[config.mk]
export PLATFORM = sky130hd
export DESIGN_NAME = soc_run_monitor
export DESIGN_NICKNAME = d
export VERILOG_FILES = /design/src/rtl/soc_run_monitor.sv
export SDC_FILE = /design/constraint.sdc
export NUM_CORES = 1
export LEC_CHECK = 0
export BUFFER_PORTS_ARGS = -buffer_cell sky130_fd_sc_hd__buf_4
export CELL_PAD_IN_SITES_DETAIL_PLACEMENT = 0
export CELL_PAD_IN_SITES_GLOBAL_PLACEMENT = 1
export CORE_MARGIN = 2
export CORE_UTILIZATION = 45
export CTS_BUF_LIST = sky130_fd_sc_hd__clkbuf_4 sky130_fd_sc_hd__clkbuf_8
export DETAILED_ROUTE_END_ITERATION = 10
export PLACE_DENSITY_LB_ADDON = 0.1
export SLEW_MARGIN = 20
export SYNTH_ARGS = -nofsm -noshare
export SYNTH_HDL_FRONTEND = slang
export SYNTH_SLANG_ARGS = --single-unit
export TNS_END_PERCENT = 5
[constraint.sdc]
create_clock -name clk -period 8.6 [get_ports clk]
set_clock_uncertainty 0.05 [all_clocks]
set_input_delay 0.43 -clock clk [delete_from_list [all_inputs] [get_ports clk]]
set_output_delay 0.43 -clock clk [all_outputs]
set_load 0.02 [all_outputs]
[src/rtl/soc_run_monitor.sv]
// ---------------------------------------------------------------------------
// soc_run_monitor
//
// Run monitor placed beside the CPU subsystem. It snoops the retire ports,
// the writeback data ports and the BIU AXI write channel, and reports the
// run outcome through sticky status outputs. It also keeps cycle and
// instret counters and buffers console bytes in a small drain FIFO.
//
// Ports
//   clk, rst_b          clock, asynchronous active-low reset
//   mon_en              1 arms the watchdog; 0 holds the window at 0
//   retire[NUM_RET]     per-port retire pulses
//   wb_vld[NUM_WB]      per-port writeback valid
//   wb_data             NUM_WB packed writeback words, port k at [k*WB_W +: WB_W]
//   awvalid/awready     AXI AW handshake (snoop only)
//   awaddr, awlen       AXI AW address and burst length
//   wvalid/wready       AXI W handshake (snoop only)
//   wdata, wstrb        AXI write data and strobes
//   status              0 RUN, 1 PASS, 2 FAIL, 3 HANG (sticky)
//   done                status != RUN
//   cycles, instret     64-bit counters, frozen once status leaves RUN
//   con_vld, con_data   console FIFO head (valid/ready drain)
//   con_rdy             pops the head when con_vld is high
//   con_ovf             sticky: a console byte was dropped on a full FIFO
// ---------------------------------------------------------------------------
module soc_run_monitor #(
    parameter int unsigned       DATA_W     = 128,
    parameter int unsigned       ADDR_W     = 40,
    parameter int unsigned       NUM_RET    = 1,
    parameter int unsigned       NUM_WB     = 2,
    parameter int unsigned       WB_W       = 64,
    parameter int unsigned       WDOG_CYC   = 50000,
    parameter logic [ADDR_W-1:0] CON_ADDR   = 40'h0090000000,
    parameter logic [63:0]       PASS_VAL   = 64'h444333222,
    parameter logic [63:0]       FAIL_VAL   = 64'h2382348720,
    parameter int unsigned       FIFO_DEPTH = 16
) (
    input  logic                   clk,
    input  logic                   rst_b,
    input  logic                   mon_en,
    input  logic [NUM_RET-1:0]     retire,
    input  logic [NUM_WB-1:0]      wb_vld,
    input  logic [NUM_WB*WB_W-1:0] wb_data,
    input  logic                   awvalid,
    input  logic                   awready,
    input  logic [ADDR_W-1:0]      awaddr,
    input  logic [7:0]             awlen,
    input  logic                   wvalid,
    input  logic                   wready,
    input  logic [DATA_W-1:0]      wdata,
    input  logic [DATA_W/8-1:0]    wstrb,
    output logic [1:0]             status,
    output logic                   done,
    output logic [63:0]            cycles,
    output logic [63:0]            instret,
    output logic                   con_vld,
    output logic [7:0]             con_data,
    input  logic                   con_rdy,
    output logic                   con_ovf
);

    // -----------------------------------------------------------------------
    // Derived constants
    // -----------------------------------------------------------------------
    localparam int unsigned STRB_W = DATA_W / 8;
    localparam int unsigned LSB    = $clog2(STRB_W);
    localparam int unsigned LANES  = DATA_W / 32;
    localparam int unsigned WIN_W  = $clog2(WDOG_CYC);
    localparam int unsigned PTR_W  = $clog2(FIFO_DEPTH);
    localparam int unsigned CNT_W  = PTR_W + 1;
    localparam int unsigned RET_CW = $clog2(NUM_RET + 1);

    localparam logic [WIN_W-1:0] WIN_LAST   = WIN_W'(WDOG_CYC - 1);
    localparam logic [CNT_W-1:0] FIFO_FULL  = CNT_W'(FIFO_DEPTH);
    localparam logic [WB_W-1:0]  PASS_MAGIC = WB_W'(PASS_VAL);
    localparam logic [WB_W-1:0]  FAIL_MAGIC = WB_W'(FAIL_VAL);

    typedef enum logic [1:0] {
        ST_RUN  = 2'd0,
        ST_PASS = 2'd1,
        ST_FAIL = 2'd2,
        ST_HANG = 2'd3
    } state_t;

    // -----------------------------------------------------------------------
    // Signals
    // -----------------------------------------------------------------------
    state_t               state_q;
    state_t               state_d;

    logic                 pass_hit;
    logic                 fail_hit;
    logic                 any_ret;
    logic [RET_CW-1:0]    ret_cnt;

    logic [WIN_W-1:0]     win_cnt_q;
    logic                 win_flag_q;
    logic                 wdog_armed;
    logic                 win_at_last;
    logic                 wdog_expire;

    logic [63:0]          cycles_q;
    logic [63:0]          instret_q;

    logic                 aw_hs;
    logic                 w_hs;
    logic                 aw_match;
    logic                 pend_q;
    logic                 pend_eff;
    logic                 consume;
    logic                 lane_hit;
    logic [7:0]           lane_byte;
    logic                 push;

    logic [7:0]           mem [FIFO_DEPTH];
    logic [PTR_W-1:0]     wr_ptr_q;
    logic [PTR_W-1:0]     rd_ptr_q;
    logic [CNT_W-1:0]     count_q;
    logic                 ovf_q;
    logic                 fifo_full;
    logic                 pop;
    logic                 wr_en;

    logic                 unused_bits;

    // Only the lane bytes and the line-address bits are inspected.
    assign unused_bits = ^{wdata, awaddr[LSB-1:0]};

    // -----------------------------------------------------------------------
    // Writeback magic-value detection and retire popcount
    // -----------------------------------------------------------------------
    always_comb begin
        pass_hit = 1'b0;
        fail_hit = 1'b0;
        for (int unsigned k = 0; k < NUM_WB; k++) begin
            if (wb_vld[k]) begin
                if (wb_data[k*WB_W +: WB_W] == PASS_MAGIC) pass_hit = 1'b1;
                if (wb_data[k*WB_W +: WB_W] == FAIL_MAGIC) fail_hit = 1'b1;
            end
        end
    end

    always_comb begin
        ret_cnt = '0;
        for (int unsigned i = 0; i < NUM_RET; i++) begin
            ret_cnt = ret_cnt + RET_CW'(retire[i]);
        end
    end

    assign any_ret = |retire;

    // -----------------------------------------------------------------------
    // Watchdog window
    // -----------------------------------------------------------------------
    assign wdog_armed  = mon_en && (state_q == ST_RUN);
    assign win_at_last = (win_cnt_q == WIN_LAST);
    // A retire in the last cycle of the window still counts for that window.
    assign wdog_expire = wdog_armed && win_at_last && !win_flag_q && !any_ret;

    always_ff @(posedge clk or negedge rst_b) begin
        if (!rst_b) begin
            win_cnt_q  <= '0;
            win_flag_q <= 1'b0;
        end else if (!wdog_armed || win_at_last) begin
            win_cnt_q  <= '0;
            win_flag_q <= 1'b0;
        end else begin
            win_cnt_q  <= win_cnt_q + 1'b1;
            win_flag_q <= win_flag_q | any_ret;
        end
    end

    // -----------------------------------------------------------------------
    // Run-state FSM (PASS > FAIL > HANG; all exits are terminal)
    // -----------------------------------------------------------------------
    always_ff @(posedge clk or negedge rst_b) begin
        if (!rst_b) begin
            state_q <= ST_RUN;
        end else begin
            state_q <= state_d;
        end
    end

    always_comb begin
        state_d = state_q;
        if (state_q == ST_RUN) begin
            if (pass_hit) begin
                state_d = ST_PASS;
            end else if (fail_hit) begin
                state_d = ST_FAIL;
            end else if (wdog_expire) begin
                state_d = ST_HANG;
            end
        end
    end

    assign status = state_q;
    assign done   = (state_q != ST_RUN);

    // -----------------------------------------------------------------------
    // Cycle and instret counters
    // -----------------------------------------------------------------------
    always_ff @(posedge clk or negedge rst_b) begin
        if (!rst_b) begin
            cycles_q  <= '0;
            instret_q <= '0;
        end else if (state_q == ST_RUN) begin
            cycles_q  <= cycles_q + 64'd1;
            instret_q <= instret_q + 64'(ret_cnt);
        end
    end

    assign cycles  = cycles_q;
    assign instret = instret_q;

    // -----------------------------------------------------------------------
    // Console snoop
    // -----------------------------------------------------------------------
    assign aw_hs    = awvalid && awready;
    assign w_hs     = wvalid && wready;
    assign aw_match = (awlen == 8'd0) &&
                      (awaddr[ADDR_W-1:LSB] == CON_ADDR[ADDR_W-1:LSB]);

    // An AW in this cycle decides ownership of a W in the same cycle.
    assign pend_eff = aw_hs ? aw_match : pend_q;
    assign consume  = w_hs && pend_eff;

    always_comb begin
        lane_hit  = 1'b0;
        lane_byte = '0;
        for (int unsigned n = 0; n < LANES; n++) begin
            if (wstrb == (STRB_W'(4'hF) << (4 * n))) begin
                lane_hit  = 1'b1;
                lane_byte = wdata[32*n +: 8];
            end
        end
    end

    assign push = consume && lane_hit;

    // Any W handshake either consumes the pending write or finds none, so
    // pending survives only when no W beat is seen.
    always_ff @(posedge clk or negedge rst_b) begin
        if (!rst_b) begin
            pend_q <= 1'b0;
        end else begin
            pend_q <= pend_eff && !w_hs;
        end
    end

    // -----------------------------------------------------------------------
    // Console FIFO
    // -----------------------------------------------------------------------
    assign fifo_full = (count_q == FIFO_FULL);
    assign pop       = con_vld && con_rdy;
    // When full, a simultaneous pop frees the head slot that wr_ptr points at.
    assign wr_en     = push && (!fifo_full || pop);

    always_ff @(posedge clk or negedge rst_b) begin
        if (!rst_b) begin
            for (int unsigned i = 0; i < FIFO_DEPTH; i++) begin
                mem[i] <= '0;
            end
        end else if (wr_en) begin
            mem[wr_ptr_q] <= lane_byte;
        end
    end

    always_ff @(posedge clk or negedge rst_b) begin
        if (!rst_b) begin
            wr_ptr_q <= '0;
            rd_ptr_q <= '0;
            count_q  <= '0;
            ovf_q    <= 1'b0;
        end else begin
            if (wr_en) wr_ptr_q <= wr_ptr_q + 1'b1;
            if (pop)   rd_ptr_q <= rd_ptr_q + 1'b1;
            case ({wr_en, pop})
                2'b10:   count_q <= count_q + 1'b1;
                2'b01:   count_q <= count_q - 1'b1;
                default: count_q <= count_q;
            endcase
            if (push && !wr_en) ovf_q <= 1'b1;
        end
    end

    assign con_vld  = (count_q != '0);
    assign con_data = mem[rd_ptr_q];
    assign con_ovf  = ovf_q;

endmodule

==> run_results.csv <==
group,metric,value,unit
outcome,run_status,"completed",
global_routing,grtUsageTotal,21.24,%
min_path,worst_hold_path_type,"in -> reg",
route,post_drt_via_cell_ratio,5.279,
cts,postCtsSetupRepairBufs,0,
sta,max-slew-margin-rel,31.79,%
critical_path,worstRegToRegCells,12,
place,gp_weighted_congestion,0.7887,
critical_path,critPathCaptureType,"flip-flop",
critical_path,timing.critical_path.cells,"buf_4 -> or4_1 -> nor4_4 -> o41ai_4 -> buf_4 -> nor3_1 -> inv_1 -> ha_1 -> fa_1 -> a21o_1 -> a21oi_1 -> xor2_1 -> nor2_1 -> xor2_1",
critical_path,rrSetupSlack,5040,ps
pwr,vdd.ir_drop.worst,0.1487,mV
critical_path,crit-reg2reg-capture,"count_q[4]",
route,total_drc_errors_in_the_routed_layout,0,
sta,setup_tns,0,ps
cts,tritoncts,"built",
critical_path,crit_fanout,20,
final_layout,postLayoutCoreUtil,59.28,%
synth,ys_flop_type,"sky130_fd_sc_hd__dfrtp_1",
global_routing,global_route_wire_length_before_repair,60.29,mm
synth,edff_count_synth,0,
critical_path,worst_ep_required_time,8990,ps
global_routing,grt_antenna_before_repair,0,
global_routing,globalRoute.totalOverflow,0,
global_routing,grt_max_degree,95,
synth,async_reset_ff_share,100.0,%
sta,finalSetupViolations,0,
final_layout,mostFrequentLayoutCell,"sky130_fd_sc_hd__buf_4",
cts,htreeDepth,2,
sta,finalHoldViolCount,0,
floorplanning,starting_density,45.87,%
pwr,p_total,3.110,mW
floorplanning,die_area,34730,µm²
synth,syn_avg_cell_area,12.89,µm²
synth,library_cells_used_by_synthesis,51,
synth,synth_seq_area_share,48.50,%
sta,pnr_worst_setup_slack,4710,ps
min_path,timing.hold.worst.start,"retire",
global_routing,first_global_vias,11141,
floorplanning,die_width,186.4,µm
route,dr.pass1.iters,5,
critical_path,setup.worst_path.start_class,"input port",
min_path,hold-path-cell-count,3,
synth,mappedNetlistNets,1506,
pwr,p_leak,9.028,nW
route,antenna_left,0,
route,wire_per_inst,17.98,µm
cts,cts_made_buffers,50,
floorplanning,core_area,32620,µm²
cts,insertion_delay,560,ps
final_layout,finish.net_count,1897,
sta,layout_min_cycle_time,3890,ps
cts,cts_root_buffer,"sky130_fd_sc_hd__clkbuf_8",
sta,clock.fmax,257.1,MHz
route,detailed_route_via_count,10742,
critical_path,critical_path.n_buffers_inverters,3,
place,dpl.hpwl,26.91,mm
synth,synthesis.area,14960,µm²
final_layout,mostFrequentLayoutCells,"384 x sky130_fd_sc_hd__buf_4, 288 x sky130_fd_sc_hd__dfrtp_1, 128 x sky130_fd_sc_hd__mux2_4, 97 x sky130_fd_sc_hd__xnor2_1, 66 x sky130_fd_sc_hd__clkbuf_8",
sta,worst-slew-pin-transition,1020,ps
sta,setup_repair_after_global_routing_missed_its_margin,"no",
min_path,worst_hold_path.endpoint,"win_flag_q",
critical_path,worst-setup-path-type,"in -> reg",
synth,synthesis.instances,1161,
floorplanning,floorplan.io_pins,472,
final_layout,syn2layout_area_growth,29.22,%
sta,finalCritPeriodShare,45.23,%
route,drtIter0Drc,496,
cts,quantity_of_gates_resized_following_cts,0,
final_layout,ant_diodes,0,
critical_path,crit-reg2reg-launch,"count_q[0]",
place,pre_cts_slack,4100,ps
final_layout,final_layout_size_suffix_gt1_share,43.57,%
sta,timing_max_transition_violations_final,0,
run,max_cap_viol_count,0,
critical_path,crit_slowest_cell,"sky130_fd_sc_hd__or4_1",
critical_path,critical_path.top_delay_family,"simple AND/OR/NAND/NOR gates",
cts,cts_hold_repair.buffers,1,
synth,yosys_register_bits,290,
cts,max-clock-path-buffers,3,
cts,clkSinkCount,290,
pwr,p_per_area,160.9,nW/µm²
critical_path,cp.arrival,4280,ps
floorplanning,die_height,186.4,µm
place,i_o_buffers,371,
cts,worst_setup_hold_path_clk_slew,60,ps
floorplanning,placement_rows,66,
synth,synth.yosys.warnings,0,
route,postRouteWirelength,36.59,mm
critical_path,critical_path.max_stage_delay,630,ps
## flip-flops by register name (all words and copies together) (netlist names)
name / count
win_cnt_q: 16
status: 2
rd_ptr_q: 4
wr_ptr_q: 4
mem: 128
count_q: 5
cycles: 64
win_flag_q: 1
con_ovf: 1
pend_q: 1
instret: 64
## worst max path at each step
stage               startpoint    endpoint  slack (ps)  cells after the start
floorplan            wstrb[12]  count_q[4]        4870                     14
global placement      wstrb[5]  count_q[4]        4150                     14
detailed placement    wstrb[5]  count_q[4]        4100                     14
CTS                   wstrb[5]  count_q[4]        4660                     14
global route          wstrb[5]  count_q[4]        4440                     14
finish                wstrb[5]  count_q[4]        4710                     14
## cells in the mapped netlist, types with 4 or more instances
master / instances / area, µm²
sky130_fd_sc_hd__mux2_4: 128 / 1922
sky130_fd_sc_hd__ha_1: 13 / 162.7
sky130_fd_sc_hd__a21oi_1: 10 / 50.05
sky130_fd_sc_hd__clkbuf_1: 30 / 112.6
sky130_fd_sc_hd__nor3_1: 25 / 125.1
sky130_fd_sc_hd__or2_2: 4 / 25.02
sky130_fd_sc_hd__and4_1: 14 / 122.6
sky130_fd_sc_hd__nand3_1: 57 / 285.3
sky130_fd_sc_hd__inv_1: 19 / 71.32
sky130_fd_sc_hd__and3_1: 27 / 168.9
sky130_fd_sc_hd__xnor2_1: 97 / 849.6
sky130_fd_sc_hd__and2_1: 5 / 31.28
sky130_fd_sc_hd__mux4_2: 40 / 900.9
sky130_fd_sc_hd__nor2b_1: 4 / 25.02
sky130_fd_sc_hd__nand4b_1: 5 / 43.79
sky130_fd_sc_hd__nor4b_1: 15 / 131.4
sky130_fd_sc_hd__nor3b_1: 8 / 60.06
sky130_fd_sc_hd__mux2_2: 6 / 67.56
sky130_fd_sc_hd__nor4_1: 43 / 269.0
sky130_fd_sc_hd__buf_1: 9 / 33.78
sky130_fd_sc_hd__nor4_4: 19 / 404.1
sky130_fd_sc_hd__nand4_1: 62 / 387.9
sky130_fd_sc_hd__xor2_1: 53 / 464.2
sky130_fd_sc_hd__nand2_1: 60 / 225.2
sky130_fd_sc_hd__nor2_1: 61 / 229.0
sky130_fd_sc_hd__nand3b_1: 5 / 37.54
sky130_fd_sc_hd__nor4bb_1: 7 / 70.07
sky130_fd_sc_hd__a222oi_1: 8 / 80.08
sky130_fd_sc_hd__buf_6: 5 / 56.30
sky130_fd_sc_hd__dfrtp_1: 290 / 7257
## power by group
part / total [mW] / internal, mW / switching, mW
logic: 0.338 / 0.194 / 0.144
clock network: 1.31 / 0.758 / 0.556
registers: 1.46 / 1.39 / 0.0709
## routing by layer
layer / vias to the layer above / GRT usage (%) / routed length [µm]
met5: - / 0 / 0
met4: 0 / 5.600 / 728
met3: 42 / 4.401 / 1929
met2: 271 / 33.15 / 16940
met1: 5330 / 30.29 / 17000
li1: 5099 / - / -
## stage by stage
stage	instances	instance area [µm²]	hold WS, ps
2_1_floorplan	1161	14960	84.41
3_3_place_gp	1941	18210	392.8
3_5_place_dp	1941	18210	397.0
4_1_cts	2035	19320	55.39
5_1_grt	2035	19330	69.35
6_report	2035	19330	76.22
## cell type report
type                       instances  area, µm²
multi-input combinational        805       7448
sequential                       290       7259
timing repair buffer             386       2908
clock inverter                    11      66.31
tap                              442      553.0
inverter                          19      71.32
fill                            2732      13280
clock buffer                      82       1028
## worst reg2reg max path, delay by kind of cell (launching register included)
family	cells	cell delay (ps)
buffers and inverters	2	640
XOR/XNOR	2	300
adder cells (fa/ha/maj)	2	620
flip-flops	1	430
AND/OR/NAND/NOR	4	1050
AO/OA/AOI/OAI	2	350
## cells by family (layout without fill, tap and decap cells)
logic type / count (synthesis) / after routing / synth area share, %
AND/OR/NAND/NOR: 437 / 437 / 18.63
adder cells (fa/ha/maj): 14 / 14 / 1.221
AO/OA/AOI/OAI: 30 / 30 / 1.564
multiplexers: 174 / 174 / 19.32
buffers and inverters: 66 / 498 / 1.990
XOR/XNOR: 150 / 150 / 8.780
flip-flops: 290 / 290 / 48.50
No activity file was read; power rests on OpenSTA's default activity.
